==> config.mk <==
export PLATFORM = sky130hd
export DESIGN_NAME = pulse_window_counter
export DESIGN_NICKNAME = d
export VERILOG_FILES = /design/src/rtl/care_pkg.sv /design/src/rtl/pulse_debouncer.sv /design/src/rtl/pulse_window_counter.sv
export SDC_FILE = /design/constraint.sdc
export NUM_CORES = 1
export LEC_CHECK = 0
export ABC_AREA = 1
export BUFFER_PORTS_ARGS = -buffer_cell sky130_fd_sc_hd__buf_2
export CORE_AREA = 2 2 104 106
export DETAILED_ROUTE_END_ITERATION = 6
export DIE_AREA = 0 0 106 108
export SYNTH_ARGS = -nofsm -noshare
export SYNTH_HDL_FRONTEND = slang
export SYNTH_SLANG_ARGS = --single-unit
==> constraint.sdc <==
create_clock -name clk -period 2.55 [get_ports clk]
set_input_delay 0.1275 -clock clk [delete_from_list [all_inputs] [get_ports clk]]
set_output_delay 0.1275 -clock clk [all_outputs]
set_load 0.01 [all_outputs]
==> src/rtl/care_pkg.sv <==
// care_pkg: state encoding and default timing constants for the pulse front end.
// Rev 1.0
`default_nettype none

package care_pkg;

    localparam int CLK_HZ            = 1000000;
    localparam int WINDOW_CYCLES     = 15000000;
    localparam int DEBOUNCE_CYCLES   = 2000;
    localparam int REFRACTORY_CYCLES = 250000;

    typedef enum logic [0:0] {
        IDLE     = 1'b0,
        COUNTING = 1'b1
    } win_state_e;

endpackage

`default_nettype wire

==> src/rtl/pulse_debouncer.sv <==
// pulse_debouncer: 2-flop synchroniser, debounce counter, registered rise strobe.
// Rev 1.0
`default_nettype none

module pulse_debouncer #(
    parameter int DEBOUNCE_CYCLES = care_pkg::DEBOUNCE_CYCLES
) (
    input  logic clk,
    input  logic reset,
    input  logic pulse_i,
    output logic deb_o,
    output logic rise_o
);
    import care_pkg::*;

    localparam int              CNT_W    = (DEBOUNCE_CYCLES > 1) ? $clog2(DEBOUNCE_CYCLES) : 1;
    localparam logic [CNT_W-1:0] CNT_LAST = CNT_W'(DEBOUNCE_CYCLES - 1);

    logic             meta_q;
    logic             sync_q;
    logic             deb_q, deb_d;
    logic             deb_prev_q;
    logic             rise_q;
    logic [CNT_W-1:0] cnt_q, cnt_d;

    always_comb begin
        deb_d = deb_q;
        cnt_d = '0;
        if (sync_q != deb_q) begin
            if (cnt_q == CNT_LAST) begin
                deb_d = ~deb_q;
            end else begin
                cnt_d = cnt_q + 1'b1;
            end
        end
    end

    always_ff @(posedge clk or posedge reset) begin
        if (reset) begin
            meta_q     <= 1'b0;
            sync_q     <= 1'b0;
            deb_q      <= 1'b0;
            deb_prev_q <= 1'b0;
            rise_q     <= 1'b0;
            cnt_q      <= '0;
        end else begin
            meta_q     <= pulse_i;
            sync_q     <= meta_q;
            deb_q      <= deb_d;
            cnt_q      <= cnt_d;
            deb_prev_q <= deb_q;
            rise_q     <= deb_q & ~deb_prev_q;
        end
    end

    assign deb_o  = deb_q;
    assign rise_o = rise_q;

endmodule

`default_nettype wire

==> src/rtl/pulse_window_counter.sv <==
// pulse_window_counter: refractory-gated beat counter over back-to-back fixed windows.
// Rev 1.0
`default_nettype none

module pulse_window_counter #(
    parameter int WINDOW_CYCLES     = care_pkg::WINDOW_CYCLES,
    parameter int DEBOUNCE_CYCLES   = care_pkg::DEBOUNCE_CYCLES,
    parameter int REFRACTORY_CYCLES = care_pkg::REFRACTORY_CYCLES,
    parameter int COUNT_W           = 8
) (
    input  logic               clk,
    input  logic               reset,
    input  logic               enable,
    input  logic               pulse_in,
    output logic [COUNT_W-1:0] pulse_count,
    output logic               count_valid,
    output logic               saturated,
    output logic               pulse_seen,
    output logic               window_active
);
    import care_pkg::*;

    localparam int                 WIN_W     = (WINDOW_CYCLES > 1) ? $clog2(WINDOW_CYCLES) : 1;
    localparam int                 REFR_W    = $clog2(REFRACTORY_CYCLES + 1);
    localparam logic [WIN_W-1:0]   WIN_LAST  = WIN_W'(WINDOW_CYCLES - 1);
    localparam logic [REFR_W-1:0]  REFR_LOAD = REFR_W'(REFRACTORY_CYCLES - 1);
    localparam logic [COUNT_W-1:0] ACC_MAX   = {COUNT_W{1'b1}};

    logic               deb;
    logic               rise;
    logic               beat;
    logic               acc_full;

    win_state_e         state_q, state_d;
    logic [WIN_W-1:0]   win_cnt_q, win_cnt_d;
    logic [COUNT_W-1:0] acc_q, acc_d;
    logic               ovf_q, ovf_d;
    logic [REFR_W-1:0]  refr_q, refr_d;
    logic [COUNT_W-1:0] pulse_count_q, pulse_count_d;
    logic               saturated_q, saturated_d;
    logic               count_valid_q, count_valid_d;
    logic               pulse_seen_q;
    logic               window_active_q;

    pulse_debouncer #(
        .DEBOUNCE_CYCLES(DEBOUNCE_CYCLES)
    ) u_debouncer (
        .clk    (clk),
        .reset  (reset),
        .pulse_i(pulse_in),
        .deb_o  (deb),
        .rise_o (rise)
    );

    // The rise strobe trails the level by one cycle; the level is still high then.
    assign beat     = rise && deb && (refr_q == '0) && (state_q == COUNTING);
    assign acc_full = (acc_q == ACC_MAX);

    always_comb begin
        refr_d = refr_q;
        if (beat) begin
            refr_d = REFR_LOAD;
        end else if (refr_q != '0) begin
            refr_d = refr_q - 1'b1;
        end
    end

    always_comb begin
        state_d       = state_q;
        win_cnt_d     = win_cnt_q;
        acc_d         = acc_q;
        ovf_d         = ovf_q;
        pulse_count_d = pulse_count_q;
        saturated_d   = saturated_q;
        count_valid_d = 1'b0;
        case (state_q)
            IDLE: begin
                win_cnt_d = '0;
                acc_d     = '0;
                ovf_d     = 1'b0;
                if (enable) begin
                    state_d = COUNTING;
                end
            end
            COUNTING: begin
                if (!enable) begin
                    state_d   = IDLE;
                    win_cnt_d = '0;
                    acc_d     = '0;
                    ovf_d     = 1'b0;
                end else if (win_cnt_q == WIN_LAST) begin
                    // A beat landing in the final cycle still belongs to this window.
                    pulse_count_d = (beat && !acc_full) ? acc_q + 1'b1 : acc_q;
                    saturated_d   = ovf_q | (beat & acc_full);
                    count_valid_d = 1'b1;
                    win_cnt_d     = '0;
                    acc_d         = '0;
                    ovf_d         = 1'b0;
                end else begin
                    win_cnt_d = win_cnt_q + 1'b1;
                    if (beat) begin
                        if (acc_full) begin
                            ovf_d = 1'b1;
                        end else begin
                            acc_d = acc_q + 1'b1;
                        end
                    end
                end
            end
            default: begin
                state_d = IDLE;
            end
        endcase
    end

    always_ff @(posedge clk or posedge reset) begin
        if (reset) begin
            state_q         <= IDLE;
            win_cnt_q       <= '0;
            acc_q           <= '0;
            ovf_q           <= 1'b0;
            refr_q          <= '0;
            pulse_count_q   <= '0;
            saturated_q     <= 1'b0;
            count_valid_q   <= 1'b0;
            pulse_seen_q    <= 1'b0;
            window_active_q <= 1'b0;
        end else begin
            state_q         <= state_d;
            win_cnt_q       <= win_cnt_d;
            acc_q           <= acc_d;
            ovf_q           <= ovf_d;
            refr_q          <= refr_d;
            pulse_count_q   <= pulse_count_d;
            saturated_q     <= saturated_d;
            count_valid_q   <= count_valid_d;
            pulse_seen_q    <= beat;
            window_active_q <= (state_d == COUNTING);
        end
    end

    assign pulse_count   = pulse_count_q;
    assign count_valid   = count_valid_q;
    assign saturated     = saturated_q;
    assign pulse_seen    = pulse_seen_q;
    assign window_active = window_active_q;

endmodule

`default_nettype wire

# Word-level counts from Yosys, hierarchy flattened
# Index checks and enable logic that the tools add are counted.
[totals]
regBits = 79
inputBits = 4
word_cells = 66
[classes]
add_sub_neg = 4
n_eq_ne = 7
mux = 22
bitwise_logic = 6
reduce_logical = 12
[ops]
columns = ["operator", "count"]
rows = [
  ["two-way mux 24 bit", 2],
  ["one-hot mux 24 bit (2 select lines)", 1],
  ["two-way mux 8 bit", 5],
  ["two-way mux 18 bit", 2],
  ["adder 24 x 1 -> 24 bit (second input constant)", 1],
  ["equality test 24 bit (second input constant)", 1],
  ["two-way mux 11 bit", 2],
  ["logical NOT 18 bit", 1],
  ["nonzero test 18 bit", 1],
  ["subtractor 18 x 1 -> 18 bit (second input constant)", 1],
  ["one-hot mux 8 bit (2 select lines)", 1],
  ["!= test 4 x 3 -> 1 bit (second input constant)", 3],
  ["adder 11 x 1 -> 11 bit (second input constant)", 1],
  ["equality test 11 bit (second input constant)", 1],
  ["adder 8 x 1 -> 8 bit (second input constant)", 1],
  ["equality test 8 bit (second input constant)", 1],
  ["two-way mux 1 bit", 8],
  ["AND reduction 2 bit", 3],
  ["logical AND 1 bit", 4],
  ["inverter 1 bit", 3],
  ["AND reduction 3 bit", 1],
  ["bitwise AND 1 bit", 2],
  ["one-hot mux 1 bit (2 select lines)", 1],
  ["nonzero test 2 bit", 1],
  ["other kinds (3)", 3],
]

# Logic depth before layout (Yosys ltp)
# Gate-level depths: netlist of the first run.
[depth]
ltp_word = 7
depth_mapped = 11
depth_no_buf = 11

# Hierarchy
# Synthesis of the first run repeated with hierarchy kept, for this count alone.
[unflattened]
hier_cells = 552
hier_area_um2 = 4369.2
[by_module_without_submodules]
columns = ["module", "instances", "cells_per_inst", "area_each_um2", "seq_area_each_um2"]
rows = [
  ["pulse_window_counter", 1, 474, 3609.7, 1576.5],
  ["pulse_debouncer", 1, 78, 759.5, 400.4],
]

# Worst setup path after synthesis of the first run
# OpenSTA, ideal clock, no wires.
[synth_path]
path_kind = "reg2reg"
start = "register refr_q[0]"
end = "register refr_q[11]"
setup_time_ns = 0.118
arrival_ns = 1.428
required_ns = 2.432
setup_slack_ns = 1.004
path_stages_with_launch = 11
cell_sequence = "dfrtp_1 > inv_1 > ha_1 > nand2_2 > nor2_4 > nand3_4 > buf_4 > nand2_2 > nor2_1 > xnor2_1 > inv_1"
[synth_via]
elab_chain_cells = 4
word_cells_on_any_way = 8
classes_between = "add/sub: 1; mux: 2; reduce/logical: 5"
[synth_rtl]
columns = ["item", "line", "source"]
rows = [
  ["start, declared", "pulse_window_counter.sv:38", "logic [REFR_W-1:0] refr_q, refr_d;"],
  ["start signal, assigned", "pulse_window_counter.sv:133", "refr_q <= refr_d;"],
  ["branches (longest 4 deep; another with subtractor 18 x 1 -> 18 bit)", "n/a", ""],
]
# Several ways; the timed one is not identified. The select of a mux whose other input is x is not followed.
# A chain may end at the register's enable or synchronous reset.

# Final worst setup path of the first run
[layout_path]
start = "register refr_q[0]"
end = "register pulse_count_q[1], in the netlist pulse_count[1]"
[layout_via]
elab_chain_cells = 5
[layout_rtl]
columns = ["item", "line", "source"]
rows = [
  ["logical NOT 18 bit", "pulse_window_counter.sv:56", "assign beat = rise && deb && (refr_q == '0) && (state_q == COUNTING);"],
  ["logical AND 1 bit (2 in series)", "pulse_window_counter.sv:56", ""],
  ["logical AND 1 bit", "pulse_window_counter.sv:93", "pulse_count_d = (beat && !acc_full) ? acc_q + 1'b1 : acc_q;"],
  ["two-way mux 8 bit", "pulse_window_counter.sv:93", ""],
  ["end signal, assigned", "pulse_window_counter.sv:134", "pulse_count_q <= pulse_count_d;"],
  ["end, declared", "pulse_window_counter.sv:39", "logic [COUNT_W-1:0] pulse_count_q, pulse_count_d;"],
]
# No other way between the ends.

==> reports/metrics.csv, run 1 <==
metric,value,unit
p_per_area,507,nW/µm²
startpoint,refr_q[0]$_DFFE_PP0P_,
fin_hold_ws,0.360,ns
via_count,3212,
num_antenna_cells,0,
crit_buf_inv,1,
dpl.cell_count,642,
outcome,completed,
fp.dieW,106,µm
layout-drive-gt1-share,0.135,
synth_edf_count,0,
r2r_slack,0.63,ns
dpl.hpwl,5.92,mm
numPortBuffers,15,
cts.sinks,79,
cts_resized,0,
clk_latency,0.35,ns
worstSetupPathDepth,9,
wl_per_cell,12.4,µm
clk_pin_slew_worst_paths,0.08,ns
yosysTopAreaCell,dfrtp_1,
yosys_warnings,0,
cts_root_buf,clkbuf_8,
synth_flop_cell,dfrtp_1,
max_cap_viol_count,0,
die-area,11400,µm²
period_share,0.755,
core_region_area,10200,µm²
yosysTopAreaCellShare,0.486,
place_ws,0.647,ns
area_growth,11.3,%
ir_drop,325,µV
final_common_cell,nand2_1,
grtUsageTotal,0.158,
start_util,0.398,
critPathMaxStageDelay,0.40,ns
period_needed,1.92,ns
hold_viol,0,
p_leak,2.22,nW
grt_pass1_wl,14.6,mm
stdcell_count,661,
cts_buffers,9,
die_y,108,µm
drc,0,
final_cell_mix,"102 x nand2_1, 79 x dfrtp_1, 74 x nor2_1",
synth_area_leaders,"dfrtp_1 49%, nand2_1 9.4%, nor2_1 6.8%",
antenna_found_initial,0,
syn_inst,493,
ys_ff_latch,79,
crit_family,simple AND/OR/NAND/NOR gates,
crit_chain,inv_1 > ha_1 > nand2_2 > nor2_4 > nand3_4 > nor2_4 > nand3_1 > nand3_1 > nand2_1,
critical_path.max_fanout,12,
synthDistinctLibCells,40,
min_path_type,reg -> reg,
htreeDepth,3,
grt_pass1_vias,3208,
crit_end,pulse_count[1]$_DFFE_PP0P_,
num-fill-cells,1060,
gp_congestion,0.873,
critPathArrivalTime,2.17,ns
worst_slew_pin_slew,0.894,ns
setup_viol,0,
seqCellArea,1980,µm²
setup_tns,0,ns
multi_input_area,1820,µm²
drtIter0Drc,238,
cts_tree,done,
r2r_cells,9,
reg2reg_to,pulse_count[1]$_DFFE_PP0P_,
seq_area_frac_synth,0.486,
crit_required,2.79,ns
viasPerCell,4.86,
timing.rr.start,refr_q[0]$_DFFE_PP0P_,
worst_slack,0.625,ns
rows,37,
synth.avg_cell_area,8.25,µm²
cp-start-kind,flop,
rsz0062_at_grt,false,
firstDrtPassIters,4,
fin_skew,0.0124,ns
grt_max_degree,54,
wirelength,8.22,mm
netlist_area,4070,µm²
crit_slowest_cell,dfrtp_1,
total_power,2.29,mW
drv_slew,0,
relSlewSlack,0.404,
crit_path_end_kind,flop,
synth_nets,501,
fmax,0.520,GHz
grt_overflow,0,
setup.worst_path.class,reg -> reg,
async_flop_share,1.00,
cts.path.max_buffers,2,
nNetsFinal,528,
num_io_pins,16,
ant_nets,0,
## per-layer routing
layer / vias to the layer above / part of all wire / wire [µm] / GRT usage
met5: - / 0 / 0 / 0
met4: 0 / 0.013 / 108 / 0.0489
met3: 8 / 0.025 / 209 / 0.0380
met2: 38 / 0.47 / 3900 / 0.260
met1: 1526 / 0.49 / 4010 / 0.208
li1: 1640 / - / - / -
## synthesized netlist by cell type (2+ instances only)
master   count
nor2_1      74
nor3b_1      7
nor2_2       8
buf_6        3
nor3_1      22
inv_1       55
nand3_2      4
xor2_1      12
nand2_1    102
nand3_4      3
a21oi_1     31
nand2_2      5
dfrtp_1     79
nand3_1     36
nand4_1      9
xnor2_1      5
ha_1         4
o21ai_0      3
nor2_4       5
a31oi_1      3
nor3_2       2
inv_2        3
## worst min-delay path by stage
stage	startpoint	end	depth (start not counted)
4_1_cts	u_debouncer.meta_q$_DFF_PP0_	u_debouncer.sync_q$_DFF_PP0_	0
5_1_grt	u_debouncer.meta_q$_DFF_PP0_	u_debouncer.sync_q$_DFF_PP0_	0
3_3_place_gp	pulse_in	u_debouncer.meta_q$_DFF_PP0_	1
2_1_floorplan	pulse_in	u_debouncer.meta_q$_DFF_PP0_	0
6_report	u_debouncer.meta_q$_DFF_PP0_	u_debouncer.sync_q$_DFF_PP0_	0
3_5_place_dp	pulse_in	u_debouncer.meta_q$_DFF_PP0_	1
## area by class of cell
cell class,count,share of cell area
Multi-Input combinational cell,350,0.403
Clock inverter,6,0.0149
Timing Repair Buffer,21,0.0282
Inverter,59,0.0492
Clock buffer,10,0.0304
Sequential cell,79,0.437
Tap cell,136,0.0376
## worst reg2reg max path: stages, from the launching register on
cell and delay (ns):
dfrtp_1 0.40, inv_1 0.09, ha_1 0.21, nand2_2 0.10, nor2_4 0.19, nand3_4 0.18, nor2_4 0.32, nand3_1 0.17
nand3_1 0.11, nand2_1 0.05
## cell families (layout without fill, tap and decap cells)
logic type / count (synthesis) / in the layout / synth area share
AOI/OAI and AO/OA: 42 / 42 / 0.0560
xor gates and xnor gates: 17 / 17 / 0.0366
adders and majority gates: 4 / 4 / 0.0123
buffers and inverters: 64 / 96 / 0.0658
DFF: 79 / 79 / 0.486
muxes: 1 / 1 / 0.00277
and+or+nand+nor: 286 / 286 / 0.341
## registers in the layout, indices dropped and copies added, names as in the netlist
signal and count:
acc_q 8, count_valid 1, ovf_q 1, pulse_count 8, pulse_seen 1, refr_q 18
saturated 1, u_debouncer.cnt_q 11, u_debouncer.deb_o 1, u_debouncer.deb_prev_q 1, u_debouncer.meta_q 1, u_debouncer.rise_o 1
u_debouncer.sync_q 1, win_cnt_q 24, window_active 1
## per-stage QoR
step	utilization	instance area [µm²]
global placement	0.419	4290
floorplan	-	4070
CTS	0.442	4530
global route	0.442	4530
detailed placement	0.419	4290
finish	0.442	4530
## power by group
part / switching (mW) / internal (mW)
Sequential: 0.00763 / 1.26
Combinational: 0.0450 / 0.0151
Clock: 0.483 / 0.483
## repair_timing
item                                   CTS  global route
hold buffers                             3             0
endpoints found under the hold margin   53             0
setup buffers                            0             0
Note: power is estimated with default switching activity, not from simulation.
==> run 2: changes to the inputs <==
- clock period: 2.55 -> 1.78 ns (I/O delays scaled with it)
==> run 2 against run 1 <==
Clock skew grew 0.0011 ns. Clock power up 54%. Power up 48%. Sequential power rose by 43%. Die area is the same. Largest cell class unchanged. Final cell count increased by 3.3%. Sequential share of layout area shrank 2.3 points. Non-clock buffer count grew 22.
==> reports/metrics.csv, run 2 (synthesis gave the netlist of run 1 again) <==
metric,value,unit
grt_max_degree,58,
firstDrtPassIters,4,
reg_top3,"win_cnt_q (24), refr_q (18), u_debouncer.cnt_q (11)",
die_y,108,µm
antenna_found_initial,0,
ir_drop,329,µV
min_path_type,reg -> reg,
fin_skew,0.0136,ns
wl_per_cell,12.0,µm
num_io_pins,16,
cts.path.max_buffers,2,
max_cap_viol_count,0,
fp.dieW,106,µm
wl_met2,3.99,mm
rsz0062_at_grt,false,
min_to,u_debouncer.sync_q$_DFF_PP0_,
grtUsageTotal,0.154,
highest-signal-layer,met4,
crit_required,2.01,ns
drc,0,
drt-met1-wl,3.88,mm
timing.rr.start,refr_q[0]$_DFFE_PP0P_,
startpoint,refr_q[0]$_DFFE_PP0P_,
area_growth,17.6,%
cts_root_buf,clkbuf_8,
via_count,3278,
relSlewSlack,0.754,
reg2reg_to,pulse_count[3]$_DFFE_PP0P_,
wirelength,8.16,mm
gp_congestion,0.885,
final_util,0.468,
p_per_area,710,nW/µm²
period_needed,1.67,ns
nNetsFinal,550,
p_leak,2.35,nW
fmax,0.599,GHz
final_cell_mix,"95 x nand2_1, 77 x dfrtp_1, 73 x nor2_1",
drtIter0Drc,179,
clk_latency,0.35,ns
layout-drive-gt1-share,0.196,
setup.worst_path.class,reg -> reg,
worst_slew_pin_slew,0.367,ns
grt_overflow,0,
wl_met3,205,µm
cp-start-kind,flop,
clk_pin_slew_worst_paths,0.09,ns
setup_tns,0,ns
regMostFlops,win_cnt_q,
die-area,11400,µm²
core_region_area,10200,µm²
period_share,0.938,
cts.sinks,79,
drv_slew,0,
grt_pass1_vias,3124,
crit_path_end_kind,flop,
viasPerCell,4.80,
hold_viol,0,
numPortBuffers,15,
num_antenna_cells,0,
holdPathStages,0,
rows,37,
cts_tree,done,
final_common_cell,nand2_1,
ant_nets,0,
grt_pass1_wl,14.2,mm
htreeDepth,3,
cts_buffers,9,
r2r_slack,0.11,ns
outcome,completed,
r2r_cells,11,
critical_path.max_fanout,7,
largest_reg_flops,24,
start_util,0.398,
min_from,u_debouncer.meta_q$_DFF_PP0_,
critPathArrivalTime,1.91,ns
dpl.hpwl,5.91,mm
setup_viol,0,
## run 2: cell types whose count changed in the layout (fill, tap and decap cells not counted), sizes merged
cell	before	now
buf	18	40
bufinv	1	2
inv	58	60
clkbuf	10	9
clkinv	4	2
## run 2: area by class of cell
class / count / area, µm²
fill: 1000 / 5450
sequential: 79 / 1980
timing repair buffer: 43 / 318
clock buffer: 9 / 124
clock inverter: 7 / 103
tap: 136 / 170
inverter: 59 / 225
multi-input combinational: 350 / 1870
## run 2: critical path, stage by stage (launching register included)
cell,delay [ns]
dfrtp_1,0.41
inv_2,0.09
ha_4,0.14
nand2_2,0.08
nor2_4,0.16
nand2_4,0.08
nor2_4,0.19
nand3_4,0.16
nand2_2,0.10
nand2_1,0.05
nand2_1,0.05
nand2_1,0.06
## run 2: worst max path at each step
stage                                 endpoint  slack (ns)  cells after the start
detailed placement  pulse_count[3]$_DFFE_PP0P_        0.04                      8
global placement    pulse_count[6]$_DFFE_PP0P_        0.09                      8
global route        pulse_count[2]$_DFFE_PP0P_       0.005                     11
floorplan               refr_q[11]$_DFFE_PP0P_        0.23                     10
CTS                 pulse_count[3]$_DFFE_PP0P_        0.02                      8
finish              pulse_count[3]$_DFFE_PP0P_        0.11                     11
## run 2: report_power, final
| part | internal [mW] | switching (mW) |
|---|---|---|
| Clock | 0.804 | 0.681 |
| Sequential | 1.80 | 0.0105 |
| Combinational | 0.0308 | 0.0675 |
## run 2: metal layers
metal,global-route usage,vias up
li1,-,1681
met1,0.197,1549
met2,0.264,36
met3,0.0319,12
met4,0.0470,0
met5,0,-
## run 2: stage by stage
stage                     hold slack [ns]  setup WS, ns  instance area [µm²]  std cells  power (mW)
after floorplan                     0.120         0.234                 4070        493        1.91
after global placement              0.197        0.0883                 4430        657        1.95
after detailed placement            0.199        0.0401                 4430        657        1.95
after CTS                           0.358        0.0220                 4690        676        3.47
after global routing                0.359       0.00512                 4780        683        3.54
final                               0.356         0.110                 4780        683        3.40
## run 2: repair_timing
item | 4_1_cts | 5_1_grt
setup endpoints to repair | 0 | 47
gates resized for setup | 0 | 17
endpoints found under the hold margin | 81 | 0
hold buffers | 3 | 0
buffers inserted | 0 | 7
